===== src/rtl/mha_pe_pkg.sv =====
// mha_pe_pkg: dataflow mode constants and fixed-point round/saturate helpers shared by the MHA datapath blocks
package mha_pe_pkg;
  localparam logic MODE_WS = 1'b0;
  localparam logic MODE_OS = 1'b1;
  typedef logic signed [63:0] wide_t;
  function automatic wide_t round_shift(input wide_t v, input int frac);
    return (v + (wide_t'(1) <<< (frac - 1))) >>> frac;
  endfunction
  function automatic wide_t saturate(input wide_t v, input int w);
    wide_t hi, lo;
    hi = (wide_t'(1) <<< (w - 1)) - 1;
    lo = -hi - 1;
    return v > hi ? hi : v < lo ? lo : v;
  endfunction
endpackage


===== src/rtl/pe_mac_cfg_if.sv =====
// pe_mac_cfg_if: left/top inputs and right/down outputs of one systolic PE
interface pe_mac_cfg_if #(parameter int DW = 16);
  logic i_mode, i_x_vld, i_w_vld, i_d_vld, i_clr, i_drain;
  logic signed [DW-1:0] i_x, i_w, i_d;
  logic o_x_vld, o_w_vld, o_out_vld, o_collide;
  logic signed [DW-1:0] o_x, o_w, o_out;
  modport master(output i_mode, i_x_vld, i_x, i_w_vld, i_w, i_d_vld, i_d, i_clr, i_drain,
                 input o_x_vld, o_x, o_w_vld, o_w, o_out_vld, o_out, o_collide);
  modport slave(input i_mode, i_x_vld, i_x, i_w_vld, i_w, i_d_vld, i_d, i_clr, i_drain,
                output o_x_vld, o_x, o_w_vld, o_w, o_out_vld, o_out, o_collide);
endinterface


===== src/rtl/pe_mul_rs.sv =====
// pe_mul_rs: one-stage registered signed multiplier, full 2*DW precision
module pe_mul_rs #(parameter int DW = 16) (
  input  logic                   clk,
  input  logic                   rst,
  input  logic signed [DW-1:0]   a,
  input  logic signed [DW-1:0]   b,
  output logic signed [2*DW-1:0] p
);
  always_ff @(posedge clk)
    p <= rst ? '0 : (2*DW)'(a) * (2*DW)'(b);
endmodule


===== src/rtl/pe_mac_cfg.sv =====
// pe_mac_cfg: fixed-point MAC PE with run-time weight-stationary / output-stationary dataflow
module pe_mac_cfg import mha_pe_pkg::*; #(
  parameter int DW    = 16,
  parameter int FRAC  = 8,
  parameter int ACC_W = 40
) (
  input  logic I_CLK,
  input  logic I_RST,
  pe_mac_cfg_if.slave bus
);
  logic mode_q, p_vld, chg, os;
  logic signed [DW-1:0] w_reg, d_q, mul_b, out_nxt;
  logic signed [2*DW-1:0] p;
  logic signed [ACC_W-1:0] acc, acc_view;
  assign os    = mode_q == MODE_OS;
  assign chg   = bus.i_mode != mode_q;
  assign mul_b = os ? bus.i_w : w_reg;
  pe_mul_rs #(.DW(DW)) u_mul (.clk(I_CLK), .rst(I_RST), .a(bus.i_x), .b(mul_b), .p(p));
  // OS: acc lags the architectural accumulator by the multiplier stage; acc_view folds the pending product back in
  always_comb begin
    acc_view = p_vld ? ACC_W'(saturate(wide_t'(acc) + wide_t'(p), ACC_W)) : acc;
    out_nxt  = os ? (bus.i_drain ? DW'(saturate(round_shift(wide_t'(acc_view), FRAC), DW)) : bus.i_d)
                  : DW'(saturate(round_shift(wide_t'(p), FRAC) + wide_t'(d_q), DW));
  end
  always_ff @(posedge I_CLK)
    if (I_RST) begin
      mode_q        <= MODE_WS;
      p_vld         <= 1'b0;
      w_reg         <= '0;
      d_q           <= '0;
      acc           <= '0;
      bus.o_x_vld   <= 1'b0;
      bus.o_x       <= '0;
      bus.o_w_vld   <= 1'b0;
      bus.o_w       <= '0;
      bus.o_out_vld <= 1'b0;
      bus.o_out     <= '0;
      bus.o_collide <= 1'b0;
    end else begin
      mode_q        <= bus.i_mode;
      bus.o_x_vld   <= bus.i_x_vld;
      bus.o_x       <= bus.i_x;
      bus.o_w_vld   <= os & bus.i_w_vld;
      bus.o_w       <= bus.i_w;
      if (!os && bus.i_w_vld) w_reg <= bus.i_w;
      d_q           <= bus.i_d_vld ? bus.i_d : '0;
      p_vld         <= ~chg & bus.i_x_vld & (~os | bus.i_w_vld);
      acc           <= (chg | (os & bus.i_clr)) ? '0 : os ? acc_view : acc;
      bus.o_out     <= out_nxt;
      bus.o_out_vld <= ~chg & (os ? (bus.i_drain | bus.i_d_vld) : p_vld);
      bus.o_collide <= ~chg & os & bus.i_drain & bus.i_d_vld;
    end
endmodule

===== src/flat_wrapper.sv =====
// flat-port wrapper written by rule: the top's interface ports become plain ports
module pe_mac_cfg_flat import mha_pe_pkg::*;
#(
  parameter int DW    = 16,
  parameter int FRAC  = 8,
  parameter int ACC_W = 40
)
  (I_CLK, I_RST, bus_i_mode, bus_i_x_vld, bus_i_x, bus_i_w_vld, bus_i_w, bus_i_d_vld, bus_i_d, bus_i_clr, bus_i_drain, bus_o_x_vld, bus_o_x, bus_o_w_vld, bus_o_w, bus_o_out_vld, bus_o_out, bus_o_collide);
  pe_mac_cfg_if #(.DW(DW)) bus_i ();
  input  logic I_CLK;
  input  logic I_RST;
  input wire logic [$bits(bus_i.i_mode)-1:0] bus_i_mode;
  input wire logic [$bits(bus_i.i_x_vld)-1:0] bus_i_x_vld;
  input wire logic [$bits(bus_i.i_x)-1:0] bus_i_x;
  input wire logic [$bits(bus_i.i_w_vld)-1:0] bus_i_w_vld;
  input wire logic [$bits(bus_i.i_w)-1:0] bus_i_w;
  input wire logic [$bits(bus_i.i_d_vld)-1:0] bus_i_d_vld;
  input wire logic [$bits(bus_i.i_d)-1:0] bus_i_d;
  input wire logic [$bits(bus_i.i_clr)-1:0] bus_i_clr;
  input wire logic [$bits(bus_i.i_drain)-1:0] bus_i_drain;
  output wire logic [$bits(bus_i.o_x_vld)-1:0] bus_o_x_vld;
  output wire logic [$bits(bus_i.o_x)-1:0] bus_o_x;
  output wire logic [$bits(bus_i.o_w_vld)-1:0] bus_o_w_vld;
  output wire logic [$bits(bus_i.o_w)-1:0] bus_o_w;
  output wire logic [$bits(bus_i.o_out_vld)-1:0] bus_o_out_vld;
  output wire logic [$bits(bus_i.o_out)-1:0] bus_o_out;
  output wire logic [$bits(bus_i.o_collide)-1:0] bus_o_collide;
  assign bus_i.i_mode = bus_i_mode;
  assign bus_i.i_x_vld = bus_i_x_vld;
  assign bus_i.i_x = bus_i_x;
  assign bus_i.i_w_vld = bus_i_w_vld;
  assign bus_i.i_w = bus_i_w;
  assign bus_i.i_d_vld = bus_i_d_vld;
  assign bus_i.i_d = bus_i_d;
  assign bus_i.i_clr = bus_i_clr;
  assign bus_i.i_drain = bus_i_drain;
  assign bus_o_x_vld = bus_i.o_x_vld;
  assign bus_o_x = bus_i.o_x;
  assign bus_o_w_vld = bus_i.o_w_vld;
  assign bus_o_w = bus_i.o_w;
  assign bus_o_out_vld = bus_i.o_out_vld;
  assign bus_o_out = bus_i.o_out;
  assign bus_o_collide = bus_i.o_collide;
  pe_mac_cfg #(.DW(DW), .FRAC(FRAC), .ACC_W(ACC_W)) u_core (.I_CLK(I_CLK), .I_RST(I_RST), .bus(bus_i));
endmodule

===== config.mk =====
export PLATFORM = sky130hd
export DESIGN_NAME = pe_mac_cfg_flat
export DESIGN_NICKNAME = d
export VERILOG_FILES = /design/src/rtl/mha_pe_pkg.sv /design/src/rtl/pe_mac_cfg_if.sv /design/src/rtl/pe_mul_rs.sv /design/src/rtl/pe_mac_cfg.sv /design/src/flat_wrapper.sv
export SDC_FILE = /design/constraint.sdc
export NUM_CORES = 1
export LEC_CHECK = 0
export CORE_MARGIN = 1.5
export CORE_UTILIZATION = 55
export DETAILED_ROUTE_END_ITERATION = 8
export PLACE_DENSITY = 0.75
export SYNTH_ARGS = -nofsm -noshare
export SYNTH_HDL_FRONTEND = slang
export SYNTH_SLANG_ARGS = --single-unit

===== constraint.sdc =====
create_clock -name I_CLK -period 9.1 [get_ports I_CLK]
set_clock_uncertainty 0.2 [all_clocks]
set_input_delay 2.275 -clock I_CLK [delete_from_list [all_inputs] [get_ports I_CLK]]
set_output_delay 2.275 -clock I_CLK [all_outputs]
set_load 0.1 [all_outputs]

* Word level (Yosys, flattened, before mapping) *
Index checks and enable logic that the tools add are counted.

operators by class
  magnitude comparators = 6
  add/subtract/negate cells = 4
  multiplexer cells = 11
  bitwise operators = 14
  reduce and logical (&&, ||, !) cells = 4
  equal/unequal tests = 1
  multipliers = 1

operators by type and width
  operator                                                                            count
  40-bit 2-to-1 mux                                                                   3
  16-bit 2-to-1 mux                                                                   7
  40-bit by 32-bit adder with 41-bit output                                           1
  40-bit by 9-bit adder with 41-bit output (second input constant)                    1
  41-bit by 40-bit greater-than comparator with 1-bit output (second input constant)  1
  41-bit by 40-bit less-than comparator with 1-bit output (second input constant)     1
  32-bit by 9-bit adder with 33-bit output (second input constant)                    1
  33-bit by 16-bit greater-than comparator with 1-bit output (second input constant)  1
  33-bit by 16-bit less-than comparator with 1-bit output (second input constant)     1
  16-bit by 16-bit multiplier with 32-bit output                                      1
  25-bit by 16-bit adder with 26-bit output                                           1
  26-bit by 16-bit greater-than comparator with 1-bit output (second input constant)  1
  26-bit by 16-bit less-than comparator with 1-bit output (second input constant)     1
  1-bit AND                                                                           8
  2-bit OR reduction                                                                  2
  1-bit inverter                                                                      3
  1-bit OR                                                                            3
  1-bit logical AND                                                                   1
  1-bit logical NOT                                                                   1
  1-bit 2-to-1 mux                                                                    1
  1-bit inequality test                                                               1

word-level totals
  register bits after elaboration = 158
  logic and storage cells = 54
  input port bits = 56

* Logic depth before layout (Yosys ltp) *
Gate-level depths: netlist of the first run.

  depth after elaboration = 11
  depth in mapped cells = 30
  gate-level depth less buffers = 28

* Cells and area by module *
From an unflattened synthesis of the first run, not the netlist that was laid out.

unflattened totals
  cells, all modules = 2,543
  area, all modules = 21,246.6 µm²

by module, submodules not included
  module      seq. area each (µm²)  area an instance (µm²)  times used  cells an instance
  pe_mul_rs   640.6                 10,875.4                1           1,204
  pe_mac_cfg  2,522.4               10,371.2                1           1,339

* Least setup slack after synthesis of the first run *
Ideal clock, no wire load.

  kind = input -> register
  start point = input bus_i_w[12]
  end point = register u_core.u_mul.p[30]
  slack = 244 ps
  stages = 23
  data required time = 8,772 ps
  library setup time = 128 ps
  data arrival time = 8,528 ps
  cell sequence = mux2i_1 clkbuf_1 nor2b_1 fa_1 inv_1 fa_1 fa_1 fa_1 fa_1 fa_1 inv_1 ha_1 and2_1 a31o_2 a31oi_1 a21oi_1 a41o_1 o41a_1 a211o_1 a21o_1 a21oi_1 xor2_1 nor2_1

between the ends
  cells in the longest elaborated chain, start to end = 2

RTL lines
  item                                            line                RTL
  from (decl)                                     flat_wrapper.sv:16  input wire logic [$bits(bus_i.i_w)-1:0] bus_i_w;
  16-bit 2-to-1 mux                               pe_mac_cfg.sv:17    assign mul_b = os ? bus.i_w : w_reg;
  16-bit by 16-bit multiplier with 32-bit output  pe_mul_rs.sv:10     p <= rst ? '0 : (2*DW)'(a) * (2*DW)'(b);
  to (signal assigned)                            pe_mul_rs.sv:10
  to (decl)                                       pe_mul_rs.sv:7      output logic signed [2*DW-1:0] p

Every way passes these cells.
A chain may end at the register's enable or synchronous reset.

* Worst setup path in the final report of the first run *
  start point = input bus_i_w[9]
  end point = register u_core.u_mul.p[31]

Same word-level chain as after synthesis.

==> flow_summary_export.csv, run 1 <==
group,metric,value,unit
logic_synthesis,ys.flop_type,"dfxtp_1",
logic_synthesis,netlist.area_leader.share,0.2541,
logic_synthesis,synth_common_cells,"inv_1 (317), nand2_1 (273), fa_1 (264)",
final_layout,stdcell_area,23780,sq um
place,gp_congestion,0.9666,
grt,grt_max_degree,90,
logic_synthesis,synthSimpleGateAreaFrac,0.2048,
setup_path,critPathMaxFanout,5,
sta,setup_viol,0,
logic_synthesis,yosysMostFrequentCell,"inv_1",
cts,clk_path_buf_depth,2,
logic_synthesis,synth_fp_nets,2948,
logic_synthesis,synth-compound-area-share,0.1514,
final_layout,drive_above_1_share,0.09074,
logic_synthesis,synth_area_leaders,"fa_1 (25%), dfxtp_1 (15%), ha_1 (9.0%)",
flow_run,drv_cap,0,
cts,ctsHtreeMaxLevel,4,
sta,fin_crit,8.846,ns
grt,grt_pass1_wl,96.50,mm
sta,relSlewSlack,0.1599,
sta,final-hold-violation-count,0,
final_layout,num_antenna_cells,0,
logic_synthesis,ys_async_sr_fraction,0,
place,hpwl,47.21,mm
place,dpl_cell_area,23070,sq um
power_and_ir_drop,p_leak,10.83,nW
setup_path,path_delay_family,"adder cells",
die,core,37400,sq um
logic_synthesis,synth_edf_count,0,
setup_path,crit_arrival,8.99,ns
sta,period_share,0.9721,
final_layout,top_register,"u_core.acc",
route,totalWireLength,59.10,mm
logic_synthesis,synthMuxAreaShare,0.01269,
grt,first_global_vias,18894,
route,drtIter0Drc,1132,
power_and_ir_drop,p_total,6.694,mW
logic_synthesis,ys_warn_count,0,
logic_synthesis,synthCells,2478,
final_layout,final_util,0.6357,
logic_synthesis,synth_top_family_by_area,"adder cells",
setup_path,crit_path_frequent_cell,"fa_1",
hold_path,min_path_type,"reg -> reg",
grt,overflow,0,
cts,cts_root_buf,"clkbuf_16",
sta,setup_tns,0,ns
route,num_vias,18136,
sta,fmax,113.0,MHz
sta,worstMarginPinSlew,1.247,ns
logic_synthesis,postSynthAreaPerCell,8.393,sq um
cts,clock_latency,0.49,ns
route,post_drt_wl_per_cell,18.73,um
grt,grt_usage,0.3168,
die,die_w,197.5,um
setup_path,path_class,"in -> reg",
die,die-height,197.5,um
setup_path,r2r_setup_slack,1.27,ns
final_layout,area_growth,14.32,%
cts,clkSinkCount,158,
setup_path,critical_path.startpoint_type,"primary input",
cts,cts_tree,"yes",
setup_path,crit_required,9.24,ns
setup_path,end_kind,"flip-flop",
route,dr.pass1.iters,5,
die,initial_core_util,0.5561,
die,fp-row-count,71,
setup_path,cp_num_buf_inv,8,
route,drc,0,
logic_synthesis,syn_area,20800,sq um
route,final_antenna_net_count,0,
final_layout,fin_nets,3102,
logic_synthesis,ys_ff_latch,158,
die,die_area,38990,sq um
place,portBuffers,107,
logic_synthesis,synthAdderAreaFrac,0.3483,
cts,cts_made_buffers,17,
final_layout,reg_top3,"u_core.acc: 40 flops, u_core.u_mul.p: 32 flops",
cts,ctsHoldBuffers,0,
sta,slew_viol_final,0,
final_layout,largest_register_ff_count,40,
setup_path,slowest_delay,0.55,ns
die,io_pins,108,
setup_path,critPathSlowestCell,"clkdlybuf4s50_1",
logic_synthesis,synth_top_area_cell,"fa_1",
grt,antenna_found_initial,0,
power_and_ir_drop,pwr_density_cell,281.5,nW/um^2
logic_synthesis,synth_cell_type_count,95,
run_status,outcome,"complete, no violations",
logic_synthesis,synth-xor-area-share,0.05390,
cts,clk_pin_slew,0.07,ns
power_and_ir_drop,vdd.ir_drop.worst,0.0002260,V
route,viasPerCell,5.747,
logic_synthesis,synth_seq_area_share,0.1521,
## metrics by stage
step	setup WS [ns]	hold WS (ns)	instances
4_1_cts	0.1165	0.2584	3153
3_5_place_dp	-0.3998	0.2483	3121
2_1_floorplan	0.2440	0.2338	2478
3_3_place_gp	-0.3092	0.2398	3121
6_report	0.2537	0.2570	3156
5_1_grt	-0.0007381	0.2889	3156
## cell usage in the layout, fill, tap and decap left out, types with 7 or more instances in the layout
cell             synthesis  layout
a31oi_1                 15      14
a21o_1                  31      31
o31ai_1                 13      13
o22ai_1                 15      15
ha_1                   150     149
clkdlybuf4s50_1          0     106
a21oi_1                137     135
o21ai_0                 85      85
nand2b_1                22      22
dfxtp_1                158     157
a21boi_0                 7       7
xnor2_1                 82      82
or2_2                   16      16
nor2b_1                120     120
buf_4                    1     125
or3_1                   13      13
xor2_1                  46      46
nor3_1                  53      52
nand2_1                273     273
a211oi_1                32      31
o211ai_1                10      10
mux2i_1                 14      14
o21a_1                  17      17
nand4_1                 23      23
inv_1                  317     317
o21bai_1                12      12
fa_1                   264     264
and2_1                  79      79
clkbuf_16                0      17
a21oi_2                 10      12
nand3_1                 51      51
nor2_1                 164     163
and3_1                  17      17
## worst min-delay path: cells and delay by family, from the launching register on
family | cells | cell delay (ns)
and+or+nand+nor | 1 | 0.05
AOI/OAI and AO/OA | 1 | 0.05
DFF | 1 | 0.31
## power by group
group,switching [mW],internal (mW)
Combinational,2.81,2.17
Sequential,0.127,0.806
Clock,0.362,0.414
## cell families (layout without fill, tap and decap cells)
family,after synthesis,count (layout)
AO/OA/AOI/OAI,468,468
XOR/XNOR,128,128
adder cells (fa/ha/maj),422,422
buffers and inverters,417,584
flip-flops,158,158
multiplexers,25,25
AND/OR/NAND/NOR,860,860
## area by class of cell
cell class	instances	area, sq um
clock buffers	17	425.4
clock inverters	15	172.7
fillers	3214	13620
inverters	318	1194
multi-input cells	1903	16130
flip-flops and latches	158	3164
well taps	511	639.4
repair buffers	234	2051
## repair_timing
action	in CTS	in global routing
endpoints found under the setup margin	0	4
buffers inserted	0	3
gates resized for setup	0	16
## worst paths after layout
kind,from,endpoint,cells past startpoint
min reg2reg,u_core.w_reg[3]$_SDFFE_PP0P_,u_core.w_reg[3]$_SDFFE_PP0P_,2
min,u_core.w_reg[3]$_SDFFE_PP0P_,u_core.w_reg[3]$_SDFFE_PP0P_,2
max reg2reg,u_core.mode_q$_SDFF_PP0_,u_core.u_mul.p[31]$_SDFF_PP0_,27
max,bus_i_w[9],u_core.u_mul.p[31]$_SDFF_PP0_,28
## metal layers
metal  GRT usage  vias to the layer above  routed length, um
li1            -                     8492                  -
met1      0.3877                     8872              23990
met2      0.5471                      610              29220
met3     0.04985                      162               3283
met4      0.1476                        0               2609
met5           0                        -                  0
Note: power is estimated with default switching activity, not from simulation.
==> run 2, diff against run 1 <==
==> constraint.sdc (replaced) <==
create_clock -name I_CLK -period 9.1 [get_ports I_CLK]
set_clock_uncertainty 0.2 [all_clocks]
set_input_delay 1.365 -clock I_CLK [delete_from_list [all_inputs] [get_ports I_CLK]]
set_output_delay 1.365 -clock I_CLK [all_outputs]
set_load 0.1 [all_outputs]
==> run 2 against run 1 <==
Critical path depth shrank 2. Sequential share of layout area grew 0.45 points. Worst setup slack gained 0.41 ns. Sequential power is essentially flat. Fmax grew 4.8%. Non-clock buffer count shrank 91. First-iteration DRC count shrank 3.4%. Clock-buffer cell count is the same. Worst hold slack lost 0.00061 ns. Highest routed layer unchanged.
==> flow_summary_export.csv, run 2 (same netlist as run 1, synthesis figures left out) <==
group,metric,value,unit
grt,overflow,0,
sta,worstMarginPinSlew,1.145,ns
setup_path,crit_required,9.24,ns
cts,cts_root_buf,"clkbuf_16",
setup_path,slowest_delay,0.77,ns
cts,cts.repair.resized,0,
route,totalWireLength,58.82,mm
setup_path,reg2reg_depth,23,
cts,clk_pin_slew,0.08,ns
route,met1Wirelength,24.23,mm
setup_path,critPathMaxFanout,10,
route,num_vias,17654,
sta,rsz0062_at_grt,"no",
final_layout,area_growth,10.54,%
final_layout,mostFrequentLayoutCells,"inv_1 (317), nand2_1 (273), fa_1 (264), nor2_1 (163), dfxtp_1 (157)",
route,top_layer,"met4",
setup_path,critical_path.startpoint_type,"primary input",
route,route.met3.wl,3.438,mm
cts,clk_path_buf_depth,2,
grt,grt_max_degree,72,
power_and_ir_drop,p_leak,10.34,nW
die,die_area,38990,sq um
sta,setup_viol,0,
die,io_pins,108,
route,post_drt_wl_per_cell,19.19,um
grt,first_global_vias,18107,
route,viasPerCell,5.760,
sta,setup_tns,0,ns
hold_path,worstHoldPathCells,2,
final_layout,reg_top3,"u_core.acc: 40 flops, u_core.u_mul.p: 32 flops",
cts,clock_latency,0.48,ns
flow_run,drv_cap,0,
power_and_ir_drop,pwr_density_cell,271.1,nW/um^2
grt,antenna_found_initial,0,
setup_path,rr_endpoint,"u_core.u_mul.p[30]$_SDFF_PP0_",
setup_path,r2r_setup_slack,0.83,ns
hold_path,min_path_type,"reg -> reg",
sta,fin_crit,8.438,ns
sta,relSlewSlack,0.2349,
cts,cts_tree,"yes",
route,dr.pass1.iters,6,
die,initial_core_util,0.5561,
setup_path,crit_path_frequent_cell,"fa_1",
grt,grt_usage,0.3096,
sta,period_share,0.9273,
final_layout,drive_above_1_share,0.05521,
place,hpwl,46.75,mm
power_and_ir_drop,vdd.ir_drop.worst,0.0002073,V
route,drtIter0Drc,1094,
sta,final-hold-violation-count,0,
final_layout,fill_cells,3188,
setup_path,critPathSlowestCell,"clkdlybuf4s50_1",
place,portBuffers,107,
die,fp-row-count,71,
cts,cts_made_buffers,17,
cts,ctsHoldBuffers,0,
sta,hold_ws,0.2564,ns
cts,post_cts_buffers,0,
die,die_w,197.5,um
setup_path,path_class,"in -> reg",
setup_path,end_kind,"flip-flop",
final_layout,num_antenna_cells,0,
grt,grt_pass1_wl,93.95,mm
final_layout,largest_register_ff_count,40,
final_layout,layout_commonest_cell,"inv_1",
cts,ctsHtreeMaxLevel,4,
final_layout,top_register,"u_core.acc",
hold_path,min_from,"u_core.w_reg[4]$_SDFFE_PP0P_",
route,drc,0,
route,dr_wl_met2,28.87,mm
die,die-height,197.5,um
final_layout,multi_input_area,16050,sq um
place,gp_congestion,0.9590,
sta,slew_viol_final,0,
setup_path,crit_arrival,8.57,ns
setup_path,timing.rr.start,"u_core.mode_q$_SDFF_PP0_",
sta,fmax,118.5,MHz
final_layout,fin_nets,3011,
final_layout,seqCellArea,3164,sq um
cts,clkSinkCount,158,
die,core,37400,sq um
hold_path,whs_endpoint,"u_core.w_reg[4]$_SDFFE_PP0P_",
run_status,outcome,"complete, no violations",
route,final_antenna_net_count,0,
[run 2: cell count changes in the layout (fill, tap and decap cells not counted), sizes merged]
cell,change
buf,-91
inv,+1
bufinv,-1
[run 2: metrics by stage]
stage	total power, mW	instances	utilization	instance area [sq um]	setup WS (ns)
after floorplan	4.433	2478	-	20800	1.154
after global placement	5.302	3033	0.5985	22380	0.4918
after detailed placement	5.442	3033	0.5985	22380	0.2554
after CTS	6.227	3065	0.6147	22990	0.7843
after global routing	6.824	3065	0.6147	22990	0.3698
final	6.233	3065	0.6147	22990	0.6620
[run 2: cell type report]
class / instances / share of cell area
clock buffer: 17 / 0.01850
tap: 511 / 0.02781
timing repair buffer: 143 / 0.05823
sequential: 158 / 0.1376
inverter: 318 / 0.05192
multi-input combinational: 1903 / 0.6981
clock inverter: 15 / 0.007837
[run 2: metal layers]
metal,vias up,track usage
li1,8305,-
met1,8655,0.3770
met2,561,0.5425
met3,133,0.04883
met4,0,0.1315
met5,-,0
[run 2: how the worst max path moves through the flow]
| stage | to | startpoint | depth (start not counted) |
|---|---|---|---|
| after floorplan | u_core.u_mul.p[30]$_SDFF_PP0_ | bus_i_w[12] | 23 |
| after global placement | u_core.u_mul.p[31]$_SDFF_PP0_ | bus_i_w[15] | 24 |
| after detailed placement | u_core.u_mul.p[30]$_SDFF_PP0_ | bus_i_w[6] | 26 |
| after CTS | u_core.u_mul.p[30]$_SDFF_PP0_ | bus_i_w[6] | 26 |
| after global routing | u_core.u_mul.p[31]$_SDFF_PP0_ | bus_i_w[6] | 26 |
| final | u_core.u_mul.p[30]$_SDFF_PP0_ | bus_i_x[7] | 26 |
[run 2: critical path, delay by kind of cell]
family,cells,cell delay [ns]
adders and majority gates,7,3.27
AOI/OAI and AO/OA,8,2.02
buffers and inverters,7,1.32
and+or+nand+nor,3,0.40
xor gates and xnor gates,1,0.19
[run 2: report_power, final]
part / switching, mW / internal, mW
Clock: 0.373 / 0.395
Combinational: 2.69 / 1.84
Sequential: 0.130 / 0.806
Total: 3.19 / 3.04
==> run 3, diff against run 2 <==
--- a/config.mk
+++ b/config.mk
@@ -8,7 +8,9 @@
 export CORE_MARGIN = 1.5
 export CORE_UTILIZATION = 55
 export DETAILED_ROUTE_END_ITERATION = 8
-export PLACE_DENSITY = 0.75
+export DONT_BUFFER_PORTS = 1
+export HOLD_SLACK_MARGIN = 0.1
+export PLACE_DENSITY = 0.71
 export SYNTH_ARGS = -nofsm -noshare
 export SYNTH_HDL_FRONTEND = slang
 export SYNTH_SLANG_ARGS = --single-unit
==> run 3 against run 2 <==
Global-route usage decreased by 0.72 points. Sequential power increased by 26%. Flip-flop and latch count unchanged. Final area decreased by 5.4%. Clock power decreased by 3.8%. Non-clock buffer count decreased by 126. Worst hold slack got worse by 0.00077 ns. Combinational power decreased by 9.3%. Largest cell class unchanged. Fmax increased by 3.0%. Via count decreased by 2.5%.
==> flow_summary_export.csv, run 3 (same netlist as run 1, synthesis figures left out) <==
group,metric,value,unit
cts,clk_pin_slew,0.07,ns
hold_path,min_path_type,"reg -> reg",
setup_path,r2r_setup_slack,0.90,ns
setup_path,slowest_delay,0.99,ns
final_layout,stdcell_area,21750,sq um
grt,antenna_found_initial,0,
route,drc,0,
place,hpwl,45.15,mm
setup_path,crit_path_frequent_cell,"fa_1",
setup_path,cp_num_buf_inv,3,
sta,final-hold-violation-count,0,
hold_path,whs_endpoint,"u_core.w_reg[0]$_SDFFE_PP0P_",
setup_path,rr_endpoint,"u_core.u_mul.p[30]$_SDFF_PP0_",
place,portBuffers,0,
route,num_vias,17205,
cts,cts_made_buffers,17,
setup_path,reg2reg_depth,22,
final_layout,top_register,"u_core.acc",
hold_path,min_from,"u_core.w_reg[0]$_SDFFE_PP0P_",
die,initial_core_util,0.5561,
final_layout,fin_nets,2885,
die,core,37400,sq um
cts,cts.repair.resized,0,
route,viasPerCell,5.854,
die,fp-row-count,71,
sta,setup_tns,0,ns
power_and_ir_drop,p_leak,9.822,nW
setup_path,crit_arrival,8.37,ns
cts,ctsHoldBuffers,0,
final_layout,layout_commonest_cell,"inv_1",
final_layout,num_antenna_cells,0,
sta,hold_ws,0.2556,ns
sta,fmax,122.0,MHz
flow_run,drv_cap,0,
final_layout,mostFrequentLayoutCells,"inv_1 (317), nand2_1 (273), fa_1 (264), nor2_1 (163), dfxtp_1 (157)",
die,io_pins,108,
setup_path,path_class,"reg -> reg",
route,drtIter0Drc,945,
sta,relSlewSlack,0.3097,
setup_path,critical_path.startpoint_type,"flip-flop",
die,die_area,38990,sq um
place,gp_congestion,0.9624,
route,totalWireLength,56.98,mm
grt,grt_usage,0.3024,
cts,ctsHtreeMaxLevel,4,
grt,grt_max_degree,98,
setup_path,path_cells,"buf_4, mux2_2, and2_1, fa_1, fa_1, inv_1, fa_1, inv_1, fa_1, fa_1, fa_1, ha_1, or3_1, o21ai_0, a21oi_1, a41o_1, o41a_1, a211o_1, a21o_1, a21oi_1, xor2_1, nor2_1",
sta,slew_viol_final,0,
final_layout,largest_register_ff_count,40,
setup_path,timing.rr.start,"u_core.mode_q$_SDFF_PP0_",
cts,cts_root_buf,"clkbuf_16",
final_layout,area_growth,4.572,%
final_layout,drive_above_1_share,0.04901,
cts,post_cts_buffers,0,
grt,first_global_vias,17562,
hold_path,worstHoldPathCells,2,
setup_path,critPathMaxFanout,16,
sta,rsz0062_at_grt,"no",
cts,clkSinkCount,158,
sta,worstMarginPinSlew,1.033,ns
final_layout,reg_top3,"u_core.acc: 40 flops, u_core.u_mul.p: 32 flops",
grt,grt_pass1_wl,91.75,mm
place,dpl_cell_area,21170,sq um
cts,clk_path_buf_depth,2,
setup_path,critPathSlowestCell,"dfxtp_1",
die,die-height,197.5,um
power_and_ir_drop,pwr_density_cell,277.5,nW/um^2
route,post_drt_wl_per_cell,19.39,um
sta,fin_crit,8.196,ns
setup_path,end_kind,"flip-flop",
die,die_w,197.5,um
power_and_ir_drop,vdd.ir_drop.worst,0.0002079,V
route,dr.pass1.iters,5,
power_and_ir_drop,p_total,6.035,mW
setup_path,crit_required,9.27,ns
grt,overflow,0,
setup_path,path_delay_family,"adder cells",
cts,cts_tree,"yes",
sta,setup_viol,0,
route,final_antenna_net_count,0,
sta,period_share,0.9006,
cts,clock_latency,0.48,ns
final_layout,final_util,0.5815,
run_status,outcome,"complete, no violations",
## run 3: worst reg2reg max path, stage by stage, from the launching register on
cell     delay [ns]
dfxtp_1        0.99
buf_4          0.28
mux2_2         0.48
and2_1         0.27
fa_1           0.66
fa_1           0.59
inv_1          0.05
fa_1           0.54
inv_1          0.06
fa_1           0.46
fa_1           0.52
fa_1           0.49
ha_1           0.37
or3_1          0.40
o21ai_0        0.10
a21oi_1        0.12
a41o_1         0.30
o41a_1         0.34
a211o_1        0.29
a21o_1         0.18
a21oi_1        0.18
xor2_1         0.16
nor2_1         0.06
## run 3: worst max-delay path by stage
stage          slack [ns]                            end  cells past startpoint                      from
2_1_floorplan        1.15  u_core.u_mul.p[30]$_SDFF_PP0_                     23               bus_i_w[12]
3_3_place_gp         0.96  u_core.u_mul.p[30]$_SDFF_PP0_                     24               bus_i_w[15]
5_1_grt              0.59  u_core.u_mul.p[30]$_SDFF_PP0_                     21  u_core.mode_q$_SDFF_PP0_
6_report             0.90  u_core.u_mul.p[30]$_SDFF_PP0_                     22  u_core.mode_q$_SDFF_PP0_
3_5_place_dp         0.79  u_core.u_mul.p[31]$_SDFF_PP0_                     24               bus_i_w[15]
4_1_cts              0.86  u_core.u_mul.p[30]$_SDFF_PP0_                     22  u_core.mode_q$_SDFF_PP0_
## run 3: final cells by class
cell class / count / area (sq um)
multi-input combinational: 1903 / 16050
clock buffer: 18 / 429.2
fill: 3335 / 15650
sequential: 158 / 3164
timing repair buffer: 17 / 127.6
clock inverter: 14 / 147.6
tap: 511 / 639.4
inverter: 318 / 1194
## run 3: stage by stage
step	setup WS (ns)	cells
after CTS	0.8557	2939
after floorplan	1.154	2478
after detailed placement	0.7915	2907
after global routing	0.5868	2939
final	0.9045	2939
after global placement	0.9611	2907
## run 3: power by group
part           total, mW  internal, mW  switching [mW]
Combinational       4.11          1.76            2.36
Sequential          1.18         0.806           0.378
Clock              0.739         0.387           0.352
Total               6.04          2.95            3.09
## run 3: routing by layer
layer	global-route usage	part of all wire	vias up
met3	0.05395	0.063	139
met4	0.1284	0.038	0
met5	0	0	-
met2	0.5150	0.48	563
met1	0.3771	0.42	8457
li1	-	-	8046
